## config.mk

```make
export PLATFORM = sky130hd
export DESIGN_NAME = l15_req_arbiter
export DESIGN_NICKNAME = d
export VERILOG_FILES = /design/src/rtl/l15_req_arbiter.sv
export SDC_FILE = /design/constraint.sdc
export NUM_CORES = 1
export LEC_CHECK = 0
export ABC_AREA = 1
export BUFFER_PORTS_ARGS = -buffer_cell sky130_fd_sc_hd__buf_2
export CORE_AREA = 2 2 157 159
export CTS_BUF_LIST = sky130_fd_sc_hd__clkbuf_2 sky130_fd_sc_hd__clkbuf_4 sky130_fd_sc_hd__clkbuf_8
export CTS_CLUSTER_SIZE = 16
export DETAILED_ROUTE_END_ITERATION = 6
export DIE_AREA = 0 0 159 161
export PLACE_DENSITY = 0.65
export SLEW_MARGIN = 20
export SYNTH_ARGS = -nofsm -noshare
export SYNTH_HDL_FRONTEND = slang
export SYNTH_SLANG_ARGS = --single-unit
```

## constraint.sdc

```tcl
create_clock -name clk_i -period 3.14 [get_ports clk_i]
set_input_delay 0.628 -clock clk_i [delete_from_list [all_inputs] [get_ports clk_i]]
set_output_delay 0.628 -clock clk_i [all_outputs]
set_load 0.02 [all_outputs]
```

## src/rtl/l15_req_arbiter.sv

```systemverilog
// l15_req_arbiter
// Arbitrates icache fill, dcache load and dcache store requests onto a single
// registered L1.5 request channel. The arbiter is round-robin and tracks
// outstanding transactions per source, and it supports a fence/drain handshake.
//
// Ports
//   clk_i, rst_i     : clock, synchronous active-high reset
//   req_valid_i[2:0] : per-source request (0 ifill, 1 load, 2 store)
//   req_addr_i       : packed per-source addresses, source i at [i*AddrWidth +: AddrWidth]
//   req_data_i       : store data (source 2 only)
//   req_ready_o[2:0] : one-hot capture pulse, asserted in the capture cycle
//   l15_*_o          : registered request toward L1.5
//   l15_ready_i      : L1.5 accepts the request while l15_val_o is high
//   rtrn_valid_i/rtrn_type_i : completion (0 ifill, 1 load, 2 store ack, 3 ignored)
//   fence_i          : level drain request; fence_done_o pulses once drained
//   err_o            : sticky outstanding-counter underflow
module l15_req_arbiter #(
    parameter int unsigned AddrWidth            = 64,
    parameter int unsigned DataWidth            = 64,
    parameter int unsigned MaxOutstandingStores = 7,
    parameter int unsigned NrLoadBufEntries     = 2,
    parameter int unsigned MemTidWidth          = 2
) (
    input  logic                   clk_i,
    input  logic                   rst_i,
    input  logic [2:0]             req_valid_i,
    input  logic [3*AddrWidth-1:0] req_addr_i,
    input  logic [DataWidth-1:0]   req_data_i,
    output logic [2:0]             req_ready_o,
    output logic                   l15_val_o,
    output logic [1:0]             l15_rqtype_o,
    output logic [MemTidWidth-1:0] l15_tid_o,
    output logic [AddrWidth-1:0]   l15_addr_o,
    output logic [DataWidth-1:0]   l15_data_o,
    input  logic                   l15_ready_i,
    input  logic                   rtrn_valid_i,
    input  logic [1:0]             rtrn_type_i,
    input  logic                   fence_i,
    output logic                   fence_done_o,
    output logic                   err_o
);

    localparam int unsigned LdW = $clog2(NrLoadBufEntries + 1);
    localparam int unsigned StW = $clog2(MaxOutstandingStores + 1);

    typedef enum logic [1:0] {RUN, DRAIN, DONE} state_e;

    state_e                 state_q, state_d;
    logic                   ic_cnt_q, ic_cnt_d;
    logic [LdW-1:0]         ld_cnt_q, ld_cnt_d;
    logic [StW-1:0]         st_cnt_q, st_cnt_d;
    logic [MemTidWidth-1:0] tid_ctr_q;
    logic [1:0]             rr_ptr_q;

    logic [2:0]             eligible;
    logic                   grant_valid;
    logic [1:0]             grant_idx;
    logic [2:0]             search_idx;
    logic                   capture;
    logic [AddrWidth-1:0]   grant_addr;
    logic [2:0]             cap_hit, ret_hit, underflow;

    // Round-robin search starting at rr_ptr_q.
    always_comb begin
        eligible[0] = req_valid_i[0] && !ic_cnt_q;
        eligible[1] = req_valid_i[1] && (ld_cnt_q < LdW'(NrLoadBufEntries));
        eligible[2] = req_valid_i[2] && (st_cnt_q < StW'(MaxOutstandingStores));
        grant_valid = 1'b0;
        grant_idx   = 2'd0;
        search_idx  = 3'd0;
        for (int unsigned k = 0; k < 3; k++) begin
            search_idx = {1'b0, rr_ptr_q} + 3'(k);
            if (search_idx >= 3'd3) search_idx = search_idx - 3'd3;
            if (!grant_valid && eligible[search_idx[1:0]]) begin
                grant_valid = 1'b1;
                grant_idx   = search_idx[1:0];
            end
        end
    end

    always_comb begin
        case (grant_idx)
            2'd0:    grant_addr = req_addr_i[0*AddrWidth +: AddrWidth];
            2'd1:    grant_addr = req_addr_i[1*AddrWidth +: AddrWidth];
            default: grant_addr = req_addr_i[2*AddrWidth +: AddrWidth];
        endcase
    end

    // A fence sampled in RUN blocks capture in that same cycle.
    always_comb begin
        state_d     = state_q;
        capture     = !rst_i && (state_q == RUN) && !fence_i &&
                      (!l15_val_o || l15_ready_i) && grant_valid;
        req_ready_o = '0;
        if (capture) req_ready_o[grant_idx] = 1'b1;
        case (state_q)
            RUN:     if (fence_i) state_d = DRAIN;
            DRAIN:   if (!l15_val_o && !ic_cnt_q && (ld_cnt_q == '0) && (st_cnt_q == '0))
                         state_d = DONE;
            DONE:    if (!fence_i) state_d = RUN;
            default: state_d = RUN;
        endcase
    end

    // Capture and return on the same counter cancel; a lone return at zero
    // saturates and flags underflow.
    always_comb begin
        cap_hit   = req_ready_o;
        ret_hit   = '0;
        underflow = '0;
        if (rtrn_valid_i && (rtrn_type_i != 2'd3)) ret_hit[rtrn_type_i] = 1'b1;

        ic_cnt_d = ic_cnt_q;
        if (cap_hit[0] && !ret_hit[0]) ic_cnt_d = 1'b1;
        else if (!cap_hit[0] && ret_hit[0]) begin
            if (!ic_cnt_q) underflow[0] = 1'b1;
            else           ic_cnt_d = 1'b0;
        end

        ld_cnt_d = ld_cnt_q;
        if (cap_hit[1] && !ret_hit[1]) ld_cnt_d = ld_cnt_q + 1'b1;
        else if (!cap_hit[1] && ret_hit[1]) begin
            if (ld_cnt_q == '0) underflow[1] = 1'b1;
            else                ld_cnt_d = ld_cnt_q - 1'b1;
        end

        st_cnt_d = st_cnt_q;
        if (cap_hit[2] && !ret_hit[2]) st_cnt_d = st_cnt_q + 1'b1;
        else if (!cap_hit[2] && ret_hit[2]) begin
            if (st_cnt_q == '0) underflow[2] = 1'b1;
            else                st_cnt_d = st_cnt_q - 1'b1;
        end
    end

    always_ff @(posedge clk_i) begin
        if (rst_i) begin
            state_q      <= RUN;
            ic_cnt_q     <= 1'b0;
            ld_cnt_q     <= '0;
            st_cnt_q     <= '0;
            tid_ctr_q    <= '0;
            rr_ptr_q     <= 2'd0;
            l15_val_o    <= 1'b0;
            l15_rqtype_o <= 2'd0;
            l15_tid_o    <= '0;
            l15_addr_o   <= '0;
            l15_data_o   <= '0;
            fence_done_o <= 1'b0;
            err_o        <= 1'b0;
        end else begin
            state_q      <= state_d;
            ic_cnt_q     <= ic_cnt_d;
            ld_cnt_q     <= ld_cnt_d;
            st_cnt_q     <= st_cnt_d;
            err_o        <= err_o || (underflow != '0);
            fence_done_o <= (state_q == DRAIN) && (state_d == DONE);
            if (capture) begin
                l15_val_o    <= 1'b1;
                l15_rqtype_o <= grant_idx;
                l15_tid_o    <= tid_ctr_q;
                l15_addr_o   <= grant_addr;
                l15_data_o   <= (grant_idx == 2'd2) ? req_data_i : '0;
                tid_ctr_q    <= tid_ctr_q + 1'b1;
                rr_ptr_q     <= (grant_idx == 2'd2) ? 2'd0 : grant_idx + 2'd1;
            end else if (l15_ready_i) begin
                l15_val_o <= 1'b0;
            end
        end
    end

endmodule

```

After elaboration in Yosys (flattened, before gate mapping)
Cells that the tools add are included.
{"block": "totals", "in_bits": 266, "output_inout_bits": 138, "reg_bits": 147}
{"block": "classes", "reduce_logical": 47, "magnitude_cmp": 12, "n_eq_ne": 8, "add_sub_neg": 11, "muxes": 47}
{"operator": "64-bit one-hot mux with 2 select lines", "count": 1}
{"operator": "64-bit 2-to-1 mux", "count": 1}
{"operator": "2-bit 2-to-1 mux", "count": 13}
{"operator": "1-bit logical AND", "count": 22}
{"operator": "1-bit 2-to-1 mux", "count": 21}
{"operator": "2-bit by 3-bit less-than comparator with 1-bit output, second input constant", "count": 5}
{"operator": "3-bit 2-to-1 mux", "count": 5}
{"operator": "1-bit zero test", "count": 12}
{"operator": "2-bit nonzero test", "count": 4}
{"operator": "2-bit by 1-bit adder with 2-bit output, second input constant", "count": 3}
{"operator": "1-bit binary-select mux with 2-bit select", "count": 3}
{"operator": "2-bit equality test, second input constant", "count": 3}
{"operator": "3-bit by 2-bit greater-or-equal comparator with 1-bit output, second input constant", "count": 2}
{"operator": "2-bit zero test", "count": 3}
{"operator": "2-bit one-hot mux with 3 select lines", "count": 1}
{"operator": "2-bit subtractor, second input constant", "count": 3}
{"operator": "1-bit demux with 2-bit select", "count": 2}
{"operator": "2-bit by 1-bit equality test with 1-bit output, second input constant", "count": 2}
{"operator": "2-bit by 1-bit greater-or-equal comparator with 1-bit output, second input constant", "count": 2}
{"operator": "2-bit != test, second input constant", "count": 2}
{"operator": "2-bit AND reduction", "count": 2}
{"operator": "2-bit by 1-bit adder with 3-bit output, second input constant", "count": 1}
{"operator": "2-bit by 2-bit adder with 3-bit output, second input constant", "count": 1}
{"operator": "3-bit by 1-bit adder with 3-bit output, second input constant", "count": 1}
{"operator": "9 further kinds", "count": 10}

Depth between registers and ports, before layout
{"block": "logic_depth", "ltp_word": 22, "mapped_depth": 20}

Worst setup path before layout
OpenSTA, ideal clock, no wires.
{"block": "synth_timing", "path_kind": "register to register", "startpoint": "reg rr_ptr_q[0]", "endpoint": "reg st_cnt_q[2]", "stages_incl_launch_ff": 20, "slack_ns": 0.325, "setup_ns": 0.119, "t_arrival_ns": 2.696, "required_time_ns": 3.021, "path_cell_list": "dfxtp_1 -> inv_1 -> ha_1 -> inv_2 -> nand2_1 -> nand3_1 -> nand2_1 -> inv_2 -> nand3_1 -> nand2_1 -> nand2_2 -> nor2_4 -> buf_2 -> ha_1 -> inv_1 -> fa_1 -> xnor2_1 -> nand2_1 -> o21ai_0 -> a21oi_1"}
{"block": "synth_via", "elab_chain_len": 20, "word_cells_on_any_way": 41, "cone_classes": "add/sub: 5; order compare: 5; eq/ne: 1; mux: 19; reduce/logical: 11"}
{"element": "start, declared", "line_no": "53", "text": "logic [1:0] rr_ptr_q;"}
{"element": "start signal, assigned", "line_no": "164", "text": "rr_ptr_q <= (grant_idx == 2'd2) ? 2'd0 : grant_idx + 2'd1;"}
{"element": "parallel branches: the longest is 15 deep, another holds 2-bit by 1-bit adder with 3-bit output"}
{"element": "3-bit 2-to-1 mux (*)", "line_no": "95", "text": "if (capture) req_ready_o[grant_idx] = 1'b1;"}
{"element": "net req_ready_o[2]", "line_no": "29", "text": "output logic [2:0] req_ready_o,"}
{"element": "1-bit zero test", "line_no": "129", "text": "else if (!cap_hit[2] && ret_hit[2]) begin"}
{"element": "1-bit logical AND", "line_no": "129"}
{"element": "2-bit nonzero test (no source line)"}
{"element": "2-bit AND reduction (no source line)"}
{"element": "end signal, assigned", "line_no": "154", "text": "st_cnt_q <= st_cnt_d;"}
{"element": "end, declared", "line_no": "51", "text": "logic [StW-1:0] st_cnt_q, st_cnt_d;"}
Mark *: on every way through the listed nets, which the timed path passes. The select of a mux whose other input is x is not followed.
A chain may end at the register's enable or synchronous reset.

Final worst setup path
{"block": "layout_timing", "startpoint": "reg rr_ptr_q[0]", "endpoint": "out req_ready_o[2]"}
{"block": "layout_via", "elab_chain_len": 16, "word_cells_on_any_way": 34, "cone_classes": "add/sub: 5; order compare: 5; mux: 18; reduce/logical: 6"}
{"element": "parallel branches: the longest is 15 deep, another holds 2-bit by 1-bit adder with 3-bit output"}
{"element": "3-bit 2-to-1 mux (*)", "line_no": "95"}
{"element": "end, declared", "line_no": "29"}
Every way passes the cells marked *. The select of a mux whose other input is x is not followed.

==> results.py <==
metrics = {
    "setup_path": {
        "worstPathCellList": "inv_1 > ha_4 > inv_2 > nand2_1 > nand3_1 > nand2_1 > inv_2 > nand3_1 > nand2_2 > nand2_2 > nor2_4 > buf_12 > buf_2",
        "crit_type": "flip-flop to output pin",
        "critPathMaxStageDelay_ns": 0.35,
        "critical-path-top-delay-family": "simple AND/OR/NAND/NOR gates",
        "worstPathRequired_ns": 2.51,
        "path_max_fanout": 13,
        "start_kind": "flip-flop",
        "crit_buf_inv": 5,
        "worstPathArrival_ns": 2.31,
        "crit_path_end_kind": "output pin",
        "cp_slowest_cell": "dfxtp_2",
    },
    "global_route": {
        "grt_overflow": 0,
        "antenna_found_initial": 6,
        "grt_max_degree": 128,
        "gr-usage-all-layers_pct": 20.4,
        "grt_pass1_vias": 8219,
        "grt_pass1_wl_um": 41900,
    },
    "clock_tree": {
        "clkTransAtPathRegs_ns": 0.10,
        "clk_latency_ns": 0.45,
        "hold_buffers": 0,
        "cts_sinks": 147,
        "htreeDepth": 4,
        "cts_root_buf": "clkbuf_8",
        "numCtsBuffers": 17,
        "cts_tree": "done",
        "cts_buffer_depth": 2,
    },
    "timing": {
        "hold_viol_final": 0,
        "slew_violations": 0,
        "tns_ns": 0,
        "period_share_pct": 93.6,
        "fin_skew_ns": 0.0219,
        "setup_viol": 0,
        "worst_pin_slew_ns": 0.745,
        "slew_headroom_pct": 50.3,
        "fmax_ghz": 0.340,
        "finalCriticalPeriod_ns": 2.94,
    },
    "synthesis": {
        "ys_ff_latch": 147,
        "synth.net_count": 1356,
        "ys_warn_count": 0,
        "yosysUniqueCellTypes": 28,
        "synth_area_per_cell_um2": 6.66,
        "synth_area_um2": 7190,
        "synthCells": 1080,
        "ys_seq_area_share_pct": 40.9,
    },
    "die": {
        "die-area_um2": 25600,
        "pin_count": 404,
        "core_um2": 24000,
        "start_util_pct": 30.0,
        "rows": 57,
        "die_y_um": 161,
        "die_w_um": 159,
    },
    "job": {
        "drv_cap": 0,
    },
    "layout": {
        "regArea_um2": 2950,
        "layout-drive-gt1-share_pct": 32.8,
        "fin_nets": 1716,
        "syn2layout_area_growth_pct": 37.0,
        "fillCellCount": 2621,
        "post-route-util_pct": 41.1,
        "multi_input_area_um2": 3610,
    },
    "route": {
        "vias": 8512,
        "drtPass1Iterations": 6,
        "wirelength_um": 27100,
        "initialDrtViolationCount": 634,
        "postRouteAntennaNets": 0,
        "wire_per_inst_um": 15.2,
        "vias_per_cell": 4.77,
        "drc_errors": 0,
    },
    "place": {
        "place_hpwl_um": 19300,
        "place.port_buffers": 403,
        "gp_congestion": 0.878,
    },
    "power_and_ir_drop": {
        "p_per_area_nw_per_um2": 577,
        "leakagePower_nw": 4.93,
        "ir_worst_vdd_uv": 300,
    },
    "worst_hold_path": {
        "hp-class": "input pin to flip-flop",
    },
    "outcome": {
        "outcome": "completed",
    },
}
[per-layer routing]
metal	share of wire, %	vias up	global-route usage (%)
met4	2.9	0	8.14
li1	-	4237	-
met1	41	3849	24.4
met2	47	384	34.1
met3	8.6	42	6.45
met5	0	-	0
[through the flow]
stage / instance area, um^2 / power [mW] / hold WS (ns) / setup WS [ns] / std cells
floorplan: 7190 / 3.45 / 0.429 / 0.325 / 1080
global placement: 9340 / 4.06 / 0.444 / 0.320 / 1742
CTS: 9760 / 5.73 / 0.370 / 0.00665 / 1774
detailed placement: 9340 / 4.09 / 0.450 / 0.281 / 1742
global route: 9860 / 6.05 / 0.371 / -0.0207 / 1783
finish: 9860 / 5.68 / 0.411 / 0.202 / 1783
[layout make-up]
class	count	area share (%)
multi-input combinational	786	36.6
sequential	147	29.9
antenna	6	0.152
inverter	67	2.58
clock inverter	15	1.89
tap	324	4.11
timing repair buffer	421	22.4
clock buffer	17	2.37
[cells by family (layout without fill, tap and decap cells)]
group	Yosys count	in the layout	synth area share (%)
AO/OA/AOI/OAI	149	149	10.5
XOR/XNOR	1	1	0.122
adder cells (fa/ha/maj)	10	10	1.84
buffers and inverters	147	520	9.38
flip-flops	147	147	40.9
other	0	6	0
AND/OR/NAND/NOR	626	626	37.2
[report_power, final]
group | internal (mW) | total, mW | switching, mW
clock | 0.746 | 1.62 | 0.877
combinational | 0.633 | 1.96 | 1.33
sequential | 2.02 | 2.10 | 0.0761
total | 3.40 | 5.68 | 2.28
[registers in the layout (all words and copies together) (netlist names)]
| register | flops |
|---|---|
| fence_done_o | 1 |
| l15_rqtype_o | 2 |
| rr_ptr_q | 2 |
| ld_cnt_q | 2 |
| l15_tid_o | 2 |
| l15_val_o | 1 |
| st_cnt_q | 3 |
| l15_data_o | 64 |
| err_o | 1 |
| tid_ctr_q | 2 |
| ic_cnt_q | 1 |
| state_q | 2 |
| l15_addr_o | 64 |
[worst paths after layout]
check,from,end,slack [ns],depth (start not counted)
worst max-delay path,rr_ptr_q[0],req_ready_o[2],0.20,13
worst min-delay path,req_data_i[41],l15_data_o[41],0.41,3
worst max register to register,rr_ptr_q[0],st_cnt_q[2],0.34,18
worst min register to register,tid_ctr_q[0],tid_ctr_q[0],0.46,1
[cell usage after synthesis, drive strengths merged]
cell,instances,area [um^2]
nand2,226,863
nand3,208,1040
nor2,178,676
dfxtp,147,2940
a21oi,74,370
o21ai,70,350
inv,66,248
buf,52,318
clkbuf,28,105
ha,9,113
nand4,6,37.5
nor3,5,25.0
a211oi,3,22.5
a31oi,1,6.26
clkinv,1,3.75
fa,1,20.0
nand3b,1,20.0
nor3b,1,7.51
nor4,1,6.26
o32ai,1,8.76
xnor2,1,8.76
[placed cells by master, fill, tap and decap left out, types with 3 or more instances in the layout]
master	count
buf_2	403
nand2_1	219
nand3_1	206
nor2_1	177
dfxtp_1	145
a21oi_1	74
o21ai_0	68
inv_1	59
clkbuf_8	17
buf_4	14
inv_2	7
ha_1	7
diode_2	6
nand4_1	6
nand2_2	6
nor3_1	5
inv_8	4
inv_6	4
a211oi_1	3
buf_12	3
[worst register-to-register path: stages (launching register included)]
cell	delay, ns
dfxtp_2	0.35
inv_1	0.08
ha_4	0.27
inv_2	0.08
nand2_1	0.05
nand3_1	0.06
nand2_1	0.06
inv_2	0.10
nand3_1	0.12
nand2_2	0.10
nand2_2	0.09
nor2_4	0.18
ha_1	0.21
inv_1	0.09
fa_1	0.38
xnor2_1	0.17
nand2_1	0.08
o21ai_0	0.16
a21oi_1	0.05
[repair_timing]
action / 4_1_cts / 5_1_grt
endpoints found under the setup margin: 1 / 3
buffers inserted: 0 / 2
pin swaps: 0 / 1
cloned: 0 / 1
gates resized for setup: 1 / 9
Note: power is estimated with default switching activity, not from simulation.
